--- src/rtl/div_pkg.sv ---
// Shared constants and state encoding for the 12/6 sequential restoring divider.
package div_pkg;

  localparam int DW = 6;
  localparam int NW = 2 * DW;
  localparam int CW = $clog2(NW);
  localparam logic [CW-1:0] LAST_STEP = CW'(NW - 1);

  typedef enum logic [1:0] {
    IDLE = 2'd0,
    BUSY = 2'd1,
    DONE = 2'd2
  } state_t;

endpackage

--- src/rtl/div_step.sv ---
// One combinational restoring-division step: shift in the next dividend bit,
// subtract the divisor when it fits and emit the resulting quotient bit.
module div_step
  import div_pkg::*;
(
  input  logic [DW:0]   r,
  input  logic          q_msb,
  input  logic [DW-1:0] divisor,
  output logic [DW:0]   r_next,
  output logic          q_bit
);

  logic [DW:0] shifted;
  logic [DW:0] diff;
  logic        take;

  // Trial subtraction at DW+1 bits, restore on borrow
  always_comb begin
    shifted = {r[DW-1:0], q_msb};
    diff    = shifted - {1'b0, divisor};
    // A set top bit means the shifted value already exceeds any DW-bit divisor
    take    = r[DW] | (shifted >= {1'b0, divisor});
    if (take) begin
      r_next = diff;
      q_bit  = 1'b1;
    end else begin
      r_next = shifted;
      q_bit  = 1'b0;
    end
  end

endmodule

--- src/rtl/seq_div_12x6.sv ---
// Sequential restoring divider, 12-bit dividend by 6-bit divisor, one quotient bit per clock.
// Optional overflow flag port ovf is built when DIV_OVF_FLAG_EN is defined.
module seq_div_12x6
  import div_pkg::*;
(
  input  logic          clk,
  input  logic          rst,
  input  logic          in_valid,
  output logic          in_ready,
  input  logic [NW-1:0] dividend,
  input  logic [DW-1:0] divisor,
  output logic          out_valid,
  input  logic          out_ready,
  output logic [NW-1:0] quotient,
  output logic [DW-1:0] remainder,
  output logic          dz
`ifdef DIV_OVF_FLAG_EN
  ,
  output logic          ovf
`endif
);

  state_t        state_r;
  logic [CW-1:0] cnt_r;
  logic [NW-1:0] q_r;
  logic [DW:0]   r_r;
  logic [DW-1:0] dvs_r;

  logic [DW:0]   r_next;
  logic          q_bit;
  logic [NW-1:0] q_next;

  div_step u_step (
    .r       (r_r),
    .q_msb   (q_r[NW-1]),
    .divisor (dvs_r),
    .r_next  (r_next),
    .q_bit   (q_bit)
  );

  assign q_next = {q_r[NW-2:0], q_bit};

  // Control FSM, datapath registers and registered result outputs
  always_ff @(posedge clk) begin
    if (rst) begin
      state_r   <= IDLE;
      cnt_r     <= {CW{1'b0}};
      q_r       <= {NW{1'b0}};
      r_r       <= {(DW+1){1'b0}};
      dvs_r     <= {DW{1'b0}};
      in_ready  <= 1'b1;
      out_valid <= 1'b0;
      quotient  <= {NW{1'b0}};
      remainder <= {DW{1'b0}};
      dz        <= 1'b0;
`ifdef DIV_OVF_FLAG_EN
      ovf       <= 1'b0;
`endif
    end else begin
      case (state_r)
        IDLE: begin
          if (in_valid) begin
            dvs_r    <= divisor;
            q_r      <= dividend;
            r_r      <= {(DW+1){1'b0}};
            cnt_r    <= {CW{1'b0}};
            in_ready <= 1'b0;
            if (divisor == {DW{1'b0}}) begin
              state_r   <= DONE;
              out_valid <= 1'b1;
              quotient  <= {NW{1'b1}};
              remainder <= dividend[DW-1:0];
              dz        <= 1'b1;
`ifdef DIV_OVF_FLAG_EN
              ovf       <= 1'b1;
`endif
            end else begin
              state_r <= BUSY;
            end
          end else begin
            in_ready <= 1'b1;
          end
        end
        BUSY: begin
          q_r   <= q_next;
          r_r   <= r_next;
          cnt_r <= cnt_r + {{(CW-1){1'b0}}, 1'b1};
          if (cnt_r == LAST_STEP) begin
            state_r   <= DONE;
            out_valid <= 1'b1;
            quotient  <= q_next;
            remainder <= r_next[DW-1:0];
            dz        <= 1'b0;
`ifdef DIV_OVF_FLAG_EN
            ovf       <= |q_next[NW-1:DW];
`endif
          end else begin
            state_r <= BUSY;
          end
        end
        DONE: begin
          if (out_ready) begin
            state_r   <= IDLE;
            out_valid <= 1'b0;
            in_ready  <= 1'b1;
          end else begin
            state_r <= DONE;
          end
        end
        default: begin
          state_r   <= IDLE;
          out_valid <= 1'b0;
          in_ready  <= 1'b1;
        end
      endcase
    end
  end

endmodule
--- config.mk ---
export PLATFORM = sky130hd
export DESIGN_NAME = seq_div_12x6
export DESIGN_NICKNAME = d
export VERILOG_FILES = /design/src/rtl/div_pkg.sv /design/src/rtl/div_step.sv /design/src/rtl/seq_div_12x6.sv
export SDC_FILE = /design/constraint.sdc
export NUM_CORES = 1
export LEC_CHECK = 0
export CORE_UTILIZATION = 30
export CTS_BUF_LIST = sky130_fd_sc_hd__clkbuf_4
export CTS_CLUSTER_DIAMETER = 60
export DETAILED_ROUTE_END_ITERATION = 12
export GPL_TIMING_DRIVEN = 0
export MAX_ROUTING_LAYER = met4
export PLACE_DENSITY = 0.51
export SLEW_MARGIN = 25
export SYNTH_ARGS = -nofsm -noshare
export SYNTH_HDL_FRONTEND = slang
export SYNTH_SLANG_ARGS = --single-unit
--- constraint.sdc ---
create_clock -name clk -period 2 [get_ports clk]
set_clock_uncertainty 0.2 [all_clocks]
set_input_delay 0.4 -clock clk [delete_from_list [all_inputs] [get_ports clk]]
set_output_delay 0.4 -clock clk [all_outputs]
set_load 0.1 [all_outputs]
==> out/qor.yml <==
status:
  run_status: "finished with violations"
  violations: "setup timing"
synthesis:
  synth_sequential_area_ratio: 0.389
  yosys_warnings: 0
  netlist_instances: 318
  synth_area_per_cell_um2: 8.42
  syn-num-nets: 348
  post_synth_instance_area_mm2: 0.00268
  async_set_or_reset_flop_fraction_in_the_synthesized_netlist: 0
  synth-edff-count: 0
  yosys.cell_types.count: 53
  number_of_storage_elements_in_the_synthesis_netlist: 52
  commonest_register_cell_after_synthesis: "dfxtp_1"
min_path:
  min_path_type: "in -> reg"
cts:
  cts.reportedPaths.clkPinSlew_ns: 0.15
  cts_tree: "yes"
  cts_made_buffers: 5
  worst_skew_pair.late_latency_ns: 0.38
  root_buffer_master: "clkbuf_4"
  ctsHtreeMaxLevel: 2
  clock-sinks: 52
  postCtsHoldBufs: 0
  cts-root-to-sink-buffers: 2
setup_path:
  start_kind: "flop"
  critPathCaptureType: "flop"
  crit_path_max_fanout: 2
  worst-endpoint-required_ns: 2.10
  path_class: "reg -> reg"
  arrival_ns: 2.14
sta:
  report.final.slew_viol_count: 0
  layout_worst_path_cycle_share: 1.02
  timing.final.setup_violations: 10
  tightestPinTransition_ns: 0.572
  rsz_0062_raised_after_global_routing: "yes"
  fin_worst_setup_slack_ns: -0.0445
  fmax_ghz: 0.489
  hold_viol: 0
  fin_crit_ns: 2.04
  tns_ns: -0.208
  relSlewSlack: 0.619
power:
  max-vdd-ir-drop_v: 0.000292
  power.density_mw_per_mm2: 897
  cell_leakage_power_uw: 0.00145
global_routing:
  grt_overflow_total: 0
  grt_pass1_vias: 2583
  global_route_usage_sum: 0.197
  wire_length_of_the_first_global_routing_pass_mm: 13.4
  grt_antenna_before_repair: 0
  largest_net_degree_at_the_start_of_global_routing: 16
placed_design:
  worst_slack_placed_ns: -0.547
  port_buffers: 41
  dp_hpwl_mm: 5.72
  place_area_mm2: 0.00323
  globalplace.congestion: 0.799
floorplan:
  boundaryPins: 43
  die_x_um: 96.5
  initial_utilization: 0.309
  coreArea_mm2: 0.00868
  placementRows: 34
  fp.dieArea_mm2: 0.00931
  die_y_um: 96.5
routing:
  detailroute.via_count: 2694
  totalWireLength_mm: 8.49
  antenna_violating_nets_post_route: 0
  drtPass1Iterations: 5
  drc_errors: 0
  drt_first_iter_violations: 157
  detail_route.vias_per_cell: 5.33
  drt-wirelength-per-cell_um: 16.8
cells_and_area:
  finish.net_count: 427
  num_antenna_cells: 0
  most_common_cell_after_layout_fill_and_taps_aside: "nand2_1"
  drive_gt1_frac: 0.385
  final_cell_mix: "nand2_1 (44), dfxtp_1 (41), nor2_1 (27), buf_4 (26), a21oi_1 (19)"
  syn_to_final_growth_pct: 44.6
  layout_cell_area_excl_fill_mm2: 0.00387
run:
  drv.max_cap_violation_count: 0
-- stage by stage --
step,util,hold slack (ns),power (uW),instances
after floorplan,-,0.224,1950,318
after global placement,0.373,0.242,2240,467
after detailed placement,0.373,0.254,2250,467
after CTS,0.427,0.216,3180,497
after global routing,0.446,0.121,3640,505
final,0.446,0.123,3470,505
-- cell usage after synthesis, drive strengths merged, types with 2 or more instances --
library cell  number  area [um^2]
dfxtp             52         1040
nand2             46          173
nor2              32          123
a21oi             24          131
o21ai             19         98.9
inv               18         67.6
buf               13         76.3
nand3             12         60.1
o221a             11          124
a311oi             9         78.8
ha                 7         87.6
nand4              7         58.8
clkbuf             6         22.5
o21a               6         45.0
and2               5         31.3
o2111ai            5         43.8
nor3               4         20.0
a221oi             3         38.8
nor2b              3         18.8
a31o               2         17.5
a31oi              2         27.5
a32o               2         20.0
a32oi              2         17.5
and4b              2         20.0
nand2b             2         12.5
o211ai             2         15.0
o22ai              2         12.5
o31ai              2         15.0
or3                2         12.5
xor2               2         17.5
-- flip-flops by register name, summed over array words and instances (netlist names), 2 cells and up --
name / count
q_r: 12
r_r: 7
remainder: 6
state_r: 2
dvs_r: 6
quotient: 12
cnt_r: 4
-- critical path, stage by stage (launching register included) --
cell and delay [ns]:
dfxtp_2 0.38, inv_2 0.06, ha_4 0.16, fa_2 0.34, nand2b_4 0.15, a21oi_4 0.15
buf_4 0.13, buf_6 0.08, a31o_4 0.14, a32oi_1 0.10, o41ai_2 0.08
-- worst paths after layout --
path,from,end,slack (ns),depth (start not counted)
hold / removal,divisor[0],dvs_r[0]$_SDFFE_PP0P_,0.12,3
setup reg to reg,q_r[11]$_SDFFE_PP0P_,r_r[6]$_SDFFE_PP0P_,-0.04,10
hold reg to reg,dvs_r[4]$_SDFFE_PP0P_,dvs_r[4]$_SDFFE_PP0P_,0.28,2
setup / recovery,q_r[11]$_SDFFE_PP0P_,r_r[6]$_SDFFE_PP0P_,-0.04,10
-- power breakdown --
group	switching [uW]	total (uW)	leakage [uW]	internal [uW]
Combinational	925	1810	0.000989	886
Clock	348	478	0.0000287	130
Sequential	74.4	1190	0.000429	1110
-- timing repair --
action	in CTS	in global routing
setup endpoints to repair	47	34
hold endpoints to repair	0	0
gates resized for setup	117	42
buffers inserted	22	7
gates cloned	1	1
pin swaps	20	24
-- cell families after synthesis --
group / share of synthesized area
compound gates: 0.276
xor+xnor: 0.00981
fa+ha+maj: 0.0402
buf+inv: 0.0635
flops: 0.389
mux: 0.00794
simple gates: 0.214
-- per-layer routing --
| layer | track usage | share of wire |
|---|---|---|
| met2 | 0.305 | 0.45 |
| met4 | 0.0527 | 0.015 |
| met1 | 0.269 | 0.49 |
| met3 | 0.0250 | 0.043 |
| met5 | - | 0 |
-- area by class of cell --
type	instances	area [um^2]
buffer	19	126
clock buffer	5	37.5
clock inverter	2	12.5
fill	889	4800
inverter	19	73.8
multi-input combinational	228	1760
sequential	52	1060
tap	108	135
timing repair buffer	72	671
No activity file was read; power rests on OpenSTA's default activity.
